File: config.mk
export PLATFORM = sky130hd
export DESIGN_NAME = apb_i2c_csr
export DESIGN_NICKNAME = d
export VERILOG_FILES = /design/src/rtl/apb_i2c_csr.sv
export SDC_FILE = /design/constraint.sdc
export NUM_CORES = 1
export LEC_CHECK = 0
export BUFFER_PORTS_ARGS = -buffer_cell sky130_fd_sc_hd__clkbuf_2
export CAP_MARGIN = 5
export CORE_MARGIN = 2
export CORE_UTILIZATION = 30
export CTS_CLUSTER_SIZE = 14
export DETAILED_ROUTE_END_ITERATION = 7
export PLACE_DENSITY_LB_ADDON = 0.3
export REMOVE_ABC_BUFFERS = 1
export SLEW_MARGIN = 20
export SYNTH_ARGS = -nofsm -noshare
export SYNTH_HDL_FRONTEND = slang
export SYNTH_HIERARCHICAL = 1
export SYNTH_SLANG_ARGS = --single-unit
File: constraint.sdc
create_clock -name PCLK -period 2.7 [get_ports PCLK]
set_input_delay 0.405 -clock PCLK [delete_from_list [all_inputs] [get_ports PCLK]]
set_output_delay 0.405 -clock PCLK [all_outputs]
set_load 0.01 [all_outputs]
File: src/rtl/apb_i2c_csr.sv
// apb_i2c_csr: APB3 register block for the I2C master core.
// Provides TX/RX byte FIFOs, sticky W1C status, FIFO levels, flush controls,
// a busy/start interlock and PSLVERR reporting. Single clock domain (PCLK).
// Optional interrupt output and IRQ_EN register (offset 0x18) are built only
// when the macro I2C_CSR_IRQ_EN is defined.

// Circular-buffer FIFO with a level counter; head is read combinationally.
module apb_i2c_csr_fifo #(
  parameter int DATA_W = 8,
  parameter int DEPTH  = 8,
  parameter int LVL_W  = 4
) (
  input  logic              PCLK,
  input  logic              PRESETn,
  input  logic              push,
  input  logic              pop,
  input  logic              flush,
  input  logic [DATA_W-1:0] wdata,
  output logic [DATA_W-1:0] rdata,
  output logic [LVL_W-1:0]  level,
  output logic              full,
  output logic              empty
);
  localparam int PTR_W = $clog2(DEPTH);

  logic [DATA_W-1:0] mem [DEPTH];
  logic [PTR_W-1:0]  wr_ptr_reg;
  logic [PTR_W-1:0]  rd_ptr_reg;
  logic [LVL_W-1:0]  level_reg;
  logic              push_ok;
  logic              pop_ok;

  // Full/empty come from the pre-edge level, so a full FIFO rejects a push
  // even when a pop lands in the same cycle.
  assign full    = (level_reg == LVL_W'(DEPTH));
  assign empty   = (level_reg == '0);
  assign push_ok = push & ~full;
  assign pop_ok  = pop & ~empty;
  assign level   = level_reg;
  assign rdata   = mem[rd_ptr_reg];

  // Pointer and level update; flush overrides any concurrent push or pop.
  always_ff @(posedge PCLK or negedge PRESETn) begin
    if (!PRESETn) begin
      wr_ptr_reg <= '0;
      rd_ptr_reg <= '0;
      level_reg  <= '0;
    end else if (flush) begin
      wr_ptr_reg <= '0;
      rd_ptr_reg <= '0;
      level_reg  <= '0;
    end else begin
      if (push_ok) wr_ptr_reg <= wr_ptr_reg + PTR_W'(1);
      if (pop_ok)  rd_ptr_reg <= rd_ptr_reg + PTR_W'(1);
      case ({push_ok, pop_ok})
        2'b10:   level_reg <= level_reg + LVL_W'(1);
        2'b01:   level_reg <= level_reg - LVL_W'(1);
        default: level_reg <= level_reg;
      endcase
    end
  end

  // Storage array; contents need no reset since the level qualifies them.
  always_ff @(posedge PCLK) begin
    if (push_ok && !flush) mem[wr_ptr_reg] <= wdata;
  end
endmodule

// Register block top level.
module apb_i2c_csr #(
  parameter  int DATA_W     = 8,
  parameter  int FIFO_DEPTH = 8,
  parameter  int CNT_W      = 8,
  localparam int LVL_W      = $clog2(FIFO_DEPTH) + 1
) (
  input  logic              PCLK,
  input  logic              PRESETn,
  input  logic              PSEL,
  input  logic              PENABLE,
  input  logic              PWRITE,
  input  logic [31:0]       PADDR,
  input  logic [31:0]       PWDATA,
  output logic [31:0]       PRDATA,
  output logic              PREADY,
  output logic              PSLVERR,
  output logic              i2c_start,
  output logic [7:0]        i2c_addr,
  output logic [CNT_W-1:0]  i2c_cnt,
  input  logic              i2c_tx_rd,
  output logic [DATA_W-1:0] i2c_tx_data,
  output logic              i2c_tx_empty,
  input  logic              i2c_rx_wr,
  input  logic [DATA_W-1:0] i2c_rx_data,
  input  logic              i2c_done
`ifdef I2C_CSR_IRQ_EN
  ,
  output logic              irq
`endif
);
  localparam logic [2:0] OFF_ADDR   = 3'd0;
  localparam logic [2:0] OFF_TXDATA = 3'd1;
  localparam logic [2:0] OFF_CNT    = 3'd2;
  localparam logic [2:0] OFF_STATUS = 3'd3;
  localparam logic [2:0] OFF_CTRL   = 3'd4;
  localparam logic [2:0] OFF_RXDATA = 3'd5;
  localparam logic [2:0] OFF_IRQEN  = 3'd6;

  logic [2:0]        offset;
  logic              access, wr_en, rd_en;
  logic              unmapped, err, wr_ok, rd_ok;
  logic              tx_push, ctrl_wr, start_cmd, tx_flush, rx_flush, rx_pop;
  logic              status_w1c, rx_ovf_set;
  logic [7:0]        addr_reg;
  logic [CNT_W-1:0]  cnt_reg;
  logic              busy_reg, start_reg, done_reg, rx_ovf_reg;
  logic [DATA_W-1:0] tx_head, rx_head;
  logic [LVL_W-1:0]  tx_level, rx_level;
  logic              tx_full, tx_empty, rx_full, rx_empty;
  logic [31:0]       status_word, rdata_mux;
  logic              unused_bits;

  assign offset = PADDR[4:2];
  assign access = PSEL & PENABLE;
  assign wr_en  = access & PWRITE;
  assign rd_en  = access & ~PWRITE;

`ifdef I2C_CSR_IRQ_EN
  assign unmapped = (offset == 3'd7);
`else
  assign unmapped = (offset == 3'd7) || (offset == OFF_IRQEN);
`endif

  // Any error condition suppresses every side effect of the access.
  assign err = access & (unmapped
             | (wr_en & (offset == OFF_TXDATA) & tx_full)
             | (rd_en & (offset == OFF_RXDATA) & rx_empty)
             | (wr_en & (offset == OFF_CTRL) & PWDATA[0] & busy_reg));

  assign wr_ok      = wr_en & ~err;
  assign rd_ok      = rd_en & ~err;
  assign tx_push    = wr_ok & (offset == OFF_TXDATA);
  assign ctrl_wr    = wr_ok & (offset == OFF_CTRL);
  assign start_cmd  = ctrl_wr & PWDATA[0];
  assign tx_flush   = ctrl_wr & PWDATA[1];
  assign rx_flush   = ctrl_wr & PWDATA[2];
  assign rx_pop     = rd_ok & (offset == OFF_RXDATA);
  assign status_w1c = wr_ok & (offset == OFF_STATUS);
  assign rx_ovf_set = i2c_rx_wr & rx_full;

  assign PREADY       = 1'b1;
  assign PSLVERR      = err;
  assign i2c_start    = start_reg;
  assign i2c_addr     = addr_reg;
  assign i2c_cnt      = cnt_reg;
  assign i2c_tx_data  = tx_head;
  assign i2c_tx_empty = tx_empty;
  assign unused_bits  = ^{PADDR[31:5], PADDR[1:0], PWDATA};

  apb_i2c_csr_fifo #(.DATA_W(DATA_W), .DEPTH(FIFO_DEPTH), .LVL_W(LVL_W)) u_tx_fifo (
    .PCLK(PCLK), .PRESETn(PRESETn),
    .push(tx_push), .pop(i2c_tx_rd), .flush(tx_flush),
    .wdata(PWDATA[DATA_W-1:0]), .rdata(tx_head),
    .level(tx_level), .full(tx_full), .empty(tx_empty)
  );

  apb_i2c_csr_fifo #(.DATA_W(DATA_W), .DEPTH(FIFO_DEPTH), .LVL_W(LVL_W)) u_rx_fifo (
    .PCLK(PCLK), .PRESETn(PRESETn),
    .push(i2c_rx_wr), .pop(rx_pop), .flush(rx_flush),
    .wdata(i2c_rx_data), .rdata(rx_head),
    .level(rx_level), .full(rx_full), .empty(rx_empty)
  );

  // Plain RW configuration registers.
  always_ff @(posedge PCLK or negedge PRESETn) begin
    if (!PRESETn) begin
      addr_reg <= '0;
      cnt_reg  <= '0;
    end else begin
      if (wr_ok && offset == OFF_ADDR) addr_reg <= PWDATA[7:0];
      if (wr_ok && offset == OFF_CNT)  cnt_reg  <= PWDATA[CNT_W-1:0];
    end
  end

  // Start interlock and sticky status; hardware set wins over a W1C.
  always_ff @(posedge PCLK or negedge PRESETn) begin
    if (!PRESETn) begin
      start_reg  <= 1'b0;
      busy_reg   <= 1'b0;
      done_reg   <= 1'b0;
      rx_ovf_reg <= 1'b0;
    end else begin
      start_reg <= start_cmd;
      if (start_cmd)     busy_reg <= 1'b1;
      else if (i2c_done) busy_reg <= 1'b0;
      if (i2c_done)                       done_reg <= 1'b1;
      else if (status_w1c && PWDATA[0])   done_reg <= 1'b0;
      if (rx_ovf_set)                     rx_ovf_reg <= 1'b1;
      else if (status_w1c && PWDATA[6])   rx_ovf_reg <= 1'b0;
    end
  end

  assign status_word = {8'h00, 8'(rx_level), 8'(tx_level), 1'b0, rx_ovf_reg,
                        rx_empty, rx_full, tx_empty, tx_full, busy_reg, done_reg};

`ifdef I2C_CSR_IRQ_EN
  logic [3:0] irq_en_reg;
  logic       irq_reg;

  assign irq = irq_reg;

  // Interrupt enables and registered interrupt output.
  always_ff @(posedge PCLK or negedge PRESETn) begin
    if (!PRESETn) begin
      irq_en_reg <= '0;
      irq_reg    <= 1'b0;
    end else begin
      if (wr_ok && offset == OFF_IRQEN) irq_en_reg <= PWDATA[3:0];
      irq_reg <= |(irq_en_reg & {~rx_empty, tx_empty, rx_ovf_reg, done_reg});
    end
  end
`endif

  // Read-data mux; write-only and unmapped locations read as zero.
  always_comb begin
    rdata_mux = '0;
    case (offset)
      OFF_ADDR:   rdata_mux = {24'h0, addr_reg};
      OFF_CNT:    rdata_mux = 32'(cnt_reg);
      OFF_STATUS: rdata_mux = status_word;
      OFF_RXDATA: rdata_mux = 32'(rx_head);
`ifdef I2C_CSR_IRQ_EN
      OFF_IRQEN:  rdata_mux = {28'h0, irq_en_reg};
`endif
      default:    rdata_mux = '0;
    endcase
  end

  assign PRDATA = rd_ok ? rdata_mux : 32'h0;
endmodule

Yosys cells after proc, flatten, opt, wreduce, memory -nomap -nowiden
Memories as Yosys holds them, arrays and structs flattened. Cells that the tools add are included.

Register bits after elaboration: 40. Word-level logic and storage cells: 114. Memories: 2. RAM bits: 128. Input port bits: 80.

Memories: u_rx_fifo.mem (depth 8, bits a word 8, rd ports 1, clocked after Yosys merged registers in 0, wr ports 1, line 26) `logic [DATA_W-1:0] mem [DEPTH];`; u_tx_fifo.mem (depth 8, bits a word 8, rd ports 1, clocked after Yosys merged registers in 0, wr ports 1, line 26).

Add/sub/neg operators: 8. Eq/ne operators: 13. Reductions and logical operators: 21. Bitwise gates (word level): 34. Mux-type cells: 24.

Operator list (number): $pmux 20 s4 (1); $mux 32 (1); $and 1x1->1 (25); $mux 3 (8); $pmux 4 s2 (2); $reduce_bool 2->1 (7); $add 3x1->3 const B (4); $eq 3x3->1 const B (4); $mux 1 (10); $add 4x1->4 const B (2); $eq 4x4->1 const B (2); $logic_not 4->1 (2); $mux 4 (2); $sub 4x1->4 const B (2); $eq 3x2->1 const B (2); $logic_and 1x1->1 (6); $not 1->1 (6); $reduce_bool 3->1 (2); $eq 2x1->1 const B (2); $eq 2x2->1 const B (2); $eq 3x1->1 const B (1); $logic_not 3->1 (1); $or 1x1->1 (3); $logic_not 1->1 (2); $logic_or 1x1->1 (1).

Logic depth before layout (Yosys ltp)
Gate-level depths: netlist (run 1).

Word-level depth: 16. Gate-level depth with buffers: 12. Depth with buffers taken out: 10.

Cells and area by module
Netlist (run 1), hierarchy kept.

Modules (own cells, without submodules): apb_i2c_csr_fifo (area an instance 3118.0 sq um, times used 2, cells an instance 170); apb_i2c_csr (area an instance 1423.9 sq um, times used 1, cells an instance 142).

Least setup slack after synthesis (run 1)
OpenSTA, ideal clock, no wires.

Path kind: register to register. Start point: register u_tx_fifo.level_reg[0] (netlist: u_tx_fifo/level[0]). End point: register u_tx_fifo.level_reg[3] (netlist: u_tx_fifo/level[3]). Clock period less this slack: 2.911 ns. Arrival time: 2.807 ns. Setup slack: -0.211 ns. Data required time: 2.596 ns. Stages on the path, launching flop included: 13. Library setup time: 0.104 ns. Cell sequence: dfrtp_1 buf_6 or4b_4 buf_6 inv_1 nor3_1 clkbuf_1 a21oi_4 ha_1 a21oi_1 nand2_1 or4b_1 o311ai_1.

Cells in the longest elaborated chain, start to end: 13. Elaborated cells between the ends (all ways): 23. Classes of those cells: add/sub: 2; eq/ne: 3; mux: 2; bitwise: 14; reduce/logical: 2.

RTL lines: start: declaration (line 29) `logic [LVL_W-1:0] level_reg;`; start signal: assignment (line 56) `2'b10: level_reg <= level_reg + LVL_W'(1);`; start signal: assignment (line 57) `2'b01: level_reg <= level_reg - LVL_W'(1);`; start signal: assignment (line 58) `default: level_reg <= level_reg;`; $eq 4x4->1 (*) (line 35) `assign full = (level_reg == LVL_W'(DEPTH));`; via tx_full (line 118) `logic tx_full, tx_empty, rx_full, rx_empty;`; $and 1x1->1 (*) (line 135) `| (wr_en & (offset == OFF_TXDATA) & tx_full)`; $or 1x1->1 (*) (line 135); $or 1x1->1 (*) (line 136) `| (rd_en & (offset == OFF_RXDATA) & rx_empty)`; $or 1x1->1 (*) (line 137) `| (wr_en & (offset == OFF_CTRL) & PWDATA[0] & busy_reg));`; $and 1x1->1 (*) (line 134) `assign err = access & (unmapped`; $not 1->1 (*) (line 139) `assign wr_ok = wr_en & ~err;`; $and 1x1->1 (*) (line 139); $and 1x1->1 (*) (line 141) `assign tx_push = wr_ok & (offset == OFF_TXDATA);`; via tx_push (line 111) `logic tx_push, ctrl_wr, start_cmd, tx_flush, rx_flush, rx_pop;`; $and 1x1->1 (*) (line 37) `assign push_ok = push & ~full;`; $eq 2x1->1 or $eq 2x2->1 (tied branches) (line 55) `case ({push_ok, pop_ok})`; $pmux 4 s2 (line 55); $mux 4 (line 48) `end else if (flush) begin`.

Mark *: on every way through the listed nets, which the timed path passes. The rest lies on a longest branch. A chain may end at the register's enable or synchronous reset.

Final worst setup path (run 1)
Start point: register u_rx_fifo.level_reg[0] (netlist: u_rx_fifo/level[0]). End point: output port PRDATA[4].

Elaborated cells between the ends (all ways): 10. Classes of those cells: eq/ne: 1; mux: 2; bitwise: 6; reduce/logical: 1.

RTL lines: start: declaration (line 29); start signal: assignment (line 56); start signal: assignment (line 57); start signal: assignment (line 58); $eq 4x4->1 (line 35); via rx_full (line 118); $pmux 20 s4 (line 226) `case (offset)`; $mux 32 (line 238) `assign PRDATA = rd_ok ? rdata_mux : 32'h0;`; end: declaration (line 83) `output logic [31:0] PRDATA,`.

The timed path passes the listed nets, and every way through them passes these cells.

==> summary.md, run 1 <==
| Metric | Value |
|---|---|
| Post-synth design cell area | `7660 um^2` |
| Worst r2r path cells | `12` |
| Post-Route Skew | `0.008834 ns` |
| MaxCap Viol Count | `0` |
| Fillcell total | `2374` |
| HP Class | `input port to async pin` |
| Util after Layout | `0.3803` |
| I/O Buffers | `69` |
| Total power | `0.008500 W` |
| Total CTS buffers | `17` |
| Largest area contributor in the netlist | `edfxtp_1` |
| Ys async rst share | `0.2381` |
| Max Transition Viols Final | `0` |
| Leading cell type in the layout, fill and taps excluded | `edfxtp_1` |
| Worst EP required | `2.30 ns` |
| Worst r2r src | `u_rx_fifo/level[2]` |
| Final wirelength | `17200 um` |
| First-pass GRT wire length | `26630 um` |
| PwrDens | `890.3 nW/um^2` |
| Antenna violations before repair | `0` |
| Critical Path AT | `2.27 ns` |
| Cts hold-fix bufs | `0` |
| Worst slew margin | `0.4016` |
| Final Hold Fails | `0` |
| Root Buffer | `clkbuf_16` |
| DRT Pass-1 Iters | `4` |
| FF+latch area | `4846 um^2` |
| Setup TNS | `0 ns` |
| Mean area per synthesized cell | `15.89 um^2` |
| FMAX | `373.8 MHz` |
| Mapped Cells | `482` |
| Total I/O pin count | `140` |
| Synth top area share | `0.5018` |
| DP Wirelength | `12180 um` |
| CP Class | `flip-flop to primary output` |
| Htree depth | `4` |
| DR WL/cell | `17.95 um` |
| Clk buf depth | `2` |
| Setup ws final | `0.02478 ns` |
| DRT iter0 DRCs | `256` |
| Area occupied by multi-input gates | `2741 um^2` |
| Die height | `163.8 um` |
| CTS tree | `built` |
| Hold WS | `0.05215 ns` |
| Fin nets | `705` |
| Most used DFF post-synth | `edfxtp_1` |
| Clock transition at path regs | `0.07 ns` |
| Register bit total from synthesis | `168` |
| Clk_lat worst skew | `0.42 ns` |
| DRC Markers | `0` |
| Number of diodes | `0` |
| Largest cells by area after synthesis | `edfxtp_1 (50%), dfrtp_1 (13%), mux4_2 (9.4%)` |
| Most frequent cells in the layout | `edfxtp_1 (128), clkbuf_2 (67), buf_4 (65)` |
| Row count | `58` |
| Post-synthesis sequential area ratio | `0.6325` |
| Fin crit share | `0.9908` |
| Number of clock sinks | `168` |
| Post-synth EDFFs | `128` |
| Status | `completed` |
| P&R area growth vs syn | `24.65%` |
| Core box area | `25110 um^2` |
| Die area | `26830 um^2` |
| Largest registers | `u_rx_fifo/mem (64), u_tx_fifo/mem (64)` |
| Final Setup Violations | `0` |
| Largest net degree at the start of global routing | `41` |
| R2R setup slack | `0.09 ns` |
| Post-Place Setup Slack | `-0.05752 ns` |
| Vias | `4534` |
| Share of layout cells above drive strength 1 | `0.4459` |
| CP Launch Type | `flip-flop` |
| Vias/cell | `4.733` |
| CP Max Fanout | `6` |
| Grt total ovfl | `0` |
| Die Wd | `163.8 um` |
| GRT Total Usage | `0.1336` |
| RSZ-0062 raised after global routing | `true` |
| Vias in the first global route | `4596` |
| Initial Util | `0.3051` |
| Worst Tran Pin Value | `0.8907 ns` |
| RR Endpoint | `u_rx_fifo/level[3]` |
| Synth unique cells | `52` |
| Routability cong. | `0.7645` |
| Crit path time final | `2.675 ns` |
| Yosys warnings | `6` |
| Antenna Nets Post-Route | `0` |
| LEAKAGE | `3.568 nW` |
| Crit end category | `primary output` |
| Maximum vdd drop | `0.0004916 V` |
how the worst max path moves through the flow:
stage,start,end
after floorplan,u_tx_fifo/level[0],u_tx_fifo/level[3]
after global placement,PADDR[4],u_tx_fifo/mem[1][4]
after detailed placement,u_rx_fifo/level[1],u_rx_fifo/level[3]
after CTS,u_rx_fifo/rd_ptr_reg[0],PRDATA[6]
after global routing,u_rx_fifo/rd_ptr_reg[0],PRDATA[4]
final,u_rx_fifo/level[0],PRDATA[4]
power by group:
| group | leakage (nW) | internal [W] | switching (W) |
|---|---|---|---|
| combinational | 1.63 | 0.00143 | 0.00132 |
| clock | 0.287 | 0.00132 | 0.00109 |
| sequential | 1.65 | 0.00313 | 0.000220 |
| total | 3.57 | 0.00588 | 0.00262 |
stage by stage:
| step | std cells | cell area (um^2) |
|---|---|---|
| after floorplan | 455 | 7451 |
| after global placement | 910 | 8642 |
| after detailed placement | 910 | 8652 |
| after CTS | 948 | 9385 |
| after global routing | 958 | 9548 |
| final | 958 | 9548 |
layout make-up:
type	count	area share
clock buffers	18	0.04495
clock inverters	14	0.01677
inverters	7	0.003014
multi-input cells	280	0.2871
flip-flops and latches	168	0.5075
well taps	330	0.04324
repair buffers	141	0.09737
critical path, cell delays in order, from the launching register on:
cell and delay [ns]:
dfrtp_1 0.41, buf_6 0.15, or4b_4 0.52, buf_6 0.15, inv_2 0.06, nand4b_1 0.20, a31oi_2 0.22, clkbuf_2 0.16
Yosys cell counts, types with 3 or more instances:
library cell / instances
edfxtp_1: 128
dfrtp_1: 40
mux2_2: 34
nor2_1: 33
mux4_2: 32
buf_4: 17
nand2_1: 17
clkbuf_1: 13
nand3_1: 13
and2_1: 12
a21oi_1: 9
ha_1: 8
mux2i_1: 8
nor3_1: 8
a31oi_1: 7
inv_1: 7
nand2b_1: 7
nand3b_1: 7
xnor2_1: 6
xor2_1: 6
a22oi_1: 5
buf_2: 5
buf_6: 5
nand4b_1: 5
a211oi_1: 4
and3b_2: 3
o21ai_0: 3
kinds of logic after synthesis:
logic type,count (synthesis),synth area share
buffers and inverters,49,0.03806
other,2,0.0009804
adders and majority gates,10,0.01830
AOI/OAI and AO/OA,43,0.04525
xor gates and xnor gates,12,0.01372
and+or+nand+nor,124,0.09670
muxes,74,0.1545
DFF,168,0.6325
layer usage:
layer  global-route usage  part of all wire  routed length, um
met1               0.1636              0.41               7042
met2               0.2292              0.53               9112
met3              0.02904             0.037                631
met4              0.05423             0.024                411
met5                    0                 0                  0
timing repair:
| item | 4_1_cts | 5_1_grt |
|---|---|---|
| setup buffers | 5 | 11 |
| setup endpoints to repair | 7 | 11 |
| resized for setup | 18 | 20 |
| pin swaps | 7 | 8 |
| cloned | 1 | 0 |
No activity file was read; power rests on OpenSTA's default activity.
==> run 2, diff against run 1 <==
--- a/config.mk
+++ b/config.mk
@@ -11,6 +11,7 @@
 export CORE_UTILIZATION = 30
 export CTS_CLUSTER_SIZE = 14
 export DETAILED_ROUTE_END_ITERATION = 7
+export MAX_ROUTING_LAYER = met4
 export PLACE_DENSITY_LB_ADDON = 0.3
 export REMOVE_ABC_BUFFERS = 1
 export SLEW_MARGIN = 20
==> run 2 against run 1 <==
Compared with the run above: critical path depth unchanged; clock power about the same; die area unchanged; sequential power about the same; largest power group unchanged; final cell count decreased by 0.31%; largest cell class unchanged; global-route usage increased by 0.39 points; flip-flop and latch count unchanged; sequential share of layout area increased by 0.12 points; via count decreased by 0.55%; final area decreased by 0.24%; power decreased by 0.52%.
==> summary.md, run 2 (same netlist as run 1, synthesis figures left out) <==
| Metric | Value |
|---|---|
| Status | `completed` |
| Die height | `163.8 um` |
| Initial Util | `0.3051` |
| P_int | `0.005846 W` |
| Setup ws final | `0.01436 ns` |
| Clk_lat worst skew | `0.42 ns` |
| Core box area | `25110 um^2` |
| Htree depth | `4` |
| RSZ-0062 raised after global routing | `true` |
| Vias in the first global route | `4598` |
| CP Launch Type | `flip-flop` |
| HP Class | `input port to async pin` |
| RR Endpoint | `u_tx_fifo/level[3]` |
| FF+latch area | `4846 um^2` |
| First-pass GRT wire length | `26650 um` |
| CP peak stage delay | `0.52 ns` |
| Seq pwr share | `0.395` |
| Final wirelength | `17210 um` |
| Root Buffer | `clkbuf_16` |
| GRT Total Usage | `0.1375` |
| DRC Markers | `0` |
| Total I/O pin count | `140` |
| P&R area growth vs syn | `24.35%` |
| Combinational power share | `0.320` |
| Fin crit share | `0.9947` |
| Die area | `26830 um^2` |
| Fillcell total | `2374` |
| Vias | `4509` |
| Worst EP required | `2.30 ns` |
| R2R setup slack | `0.08 ns` |
| Post-Place Setup Slack | `-0.05752 ns` |
| DRT Pass-1 Iters | `4` |
| Worst Tran Pin Value | `0.8943 ns` |
| Fin nets | `702` |
| Cts hold-fix bufs | `0` |
| Max Transition Viols Final | `0` |
| CP Class | `flip-flop to primary output` |
| Share of layout cells above drive strength 1 | `0.4448` |
| Clock share of power | `0.284` |
| Worst r2r path cells | `10` |
| Antenna Nets Post-Route | `0` |
| PwrDens | `887.8 nW/um^2` |
| Number of diodes | `0` |
| DRT iter0 DRCs | `221` |
| Final Setup Violations | `0` |
| FMAX | `372.4 MHz` |
| CP Cell Sequence | `buf_6, or4b_4, buf_6, inv_4, nand4b_1, a31oi_2, buf_2` |
| Post-Route Skew | `0.01101 ns` |
| Grt total ovfl | `0` |
| DP Wirelength | `12180 um` |
| Crit path time final | `2.686 ns` |
| Area occupied by multi-input gates | `2739 um^2` |
| Net Sw Frac | `0.3087` |
| Leading cell type in the layout, fill and taps excluded | `edfxtp_1` |
| Placed cells | `910` |
| Vias/cell | `4.721` |
| Most frequent cells in the layout | `edfxtp_1 (128), clkbuf_2 (66), buf_4 (62)` |
| MaxCap Viol Count | `0` |
| Hold WS | `0.05286 ns` |
| Crit end category | `primary output` |
| Largest registers | `u_rx_fifo/mem (64), u_tx_fifo/mem (64)` |
| Die Wd | `163.8 um` |
| Number of clock sinks | `168` |
| Row count | `58` |
| I/O Buffers | `69` |
| Maximum vdd drop | `0.0004945 V` |
| CP max stage cell | `or4b_4` |
| Critical Path AT | `2.28 ns` |
| Worst slew margin | `0.3992` |
| Clock transition at path regs | `0.07 ns` |
| Largest net degree at the start of global routing | `41` |
| Worst r2r src | `u_tx_fifo/level[2]` |
| Total CTS buffers | `17` |
| LEAKAGE | `3.555 nW` |
| Final non-filler cell total | `955` |
| Antenna violations before repair | `0` |
| Sw Pwr | `0.002611 W` |
| Top cell by count, worst path | `buf_6` |
| CTS tree | `built` |
| Final Hold Fails | `0` |
| DR WL/cell | `18.02 um` |
| Clk buf depth | `2` |
| CP Max Fanout | `8` |
| Routability cong. | `0.7747` |
-- run 2: layer usage --
metal | share of wire | track usage | vias to the layer above
li1 | - | - | 2090
met1 | 0.41 | 0.1637 | 2301
met5 | 0 | - | -
met2 | 0.52 | 0.2284 | 98
met3 | 0.041 | 0.02955 | 20
met4 | 0.026 | 0.05423 | 0
-- run 2: final cells by class --
type,count,area share
clock buffer,18,0.04505
timing repair buffer,138,0.09523
tap,330,0.04335
clock inverter,14,0.01681
multi-input combinational,280,0.2875
sequential,168,0.5087
inverter,7,0.003284
-- run 2: critical path, delay by kind of cell, from the launching register on --
kind	cells	cell delay (ns)
flops	1	0.40
buf+inv	4	0.50
simple gates	2	0.71
compound gates	1	0.25
-- run 2: power groups by stage --
stage	Combinational (W)	Clock (W)	Sequential, W
2_1_floorplan	0.00130	0	0.00360
3_3_place_gp	0.00244	0	0.00337
3_5_place_dp	0.00251	0	0.00338
4_1_cts	0.00268	0.00246	0.00335
5_1_grt	0.00296	0.00257	0.00338
6_report	0.00271	0.00240	0.00334
-- run 2: repair_timing --
item                       4_1_cts  5_1_grt
gates cloned                     1        0
pin swaps                        7        9
setup endpoints to repair        7       11
setup buffers                    5        8
resized for setup               18       23
-- run 2: per-stage QoR --
stage | instance area [um^2] | setup TNS [ns] | utilization | power, W
2_1_floorplan | 7451 | -2.342 | - | 0.004904
3_3_place_gp | 8642 | -0.7369 | 0.3442 | 0.005807
3_5_place_dp | 8652 | -0.05752 | 0.3446 | 0.005892
4_1_cts | 9385 | -0.1751 | 0.3738 | 0.008484
5_1_grt | 9525 | -0.2287 | 0.3794 | 0.008916
6_report | 9525 | 0 | 0.3794 | 0.008457
-- run 2: worst max-delay path by stage --
stage / start / endpoint / slack [ns] / cells past startpoint
3_5_place_dp: u_rx_fifo/level[1] / u_rx_fifo/level[3] / -0.06 / 10
6_report: u_rx_fifo/level[0] / PRDATA[4] / 0.01 / 7
3_3_place_gp: PADDR[4] / u_tx_fifo/mem[1][4] / -0.06 / 6
5_1_grt: u_rx_fifo/rd_ptr_reg[0] / PRDATA[4] / -0.04 / 6
4_1_cts: u_rx_fifo/rd_ptr_reg[0] / PRDATA[6] / -0.06 / 7
2_1_floorplan: u_tx_fifo/level[0] / u_tx_fifo/level[3] / -0.15 / 9
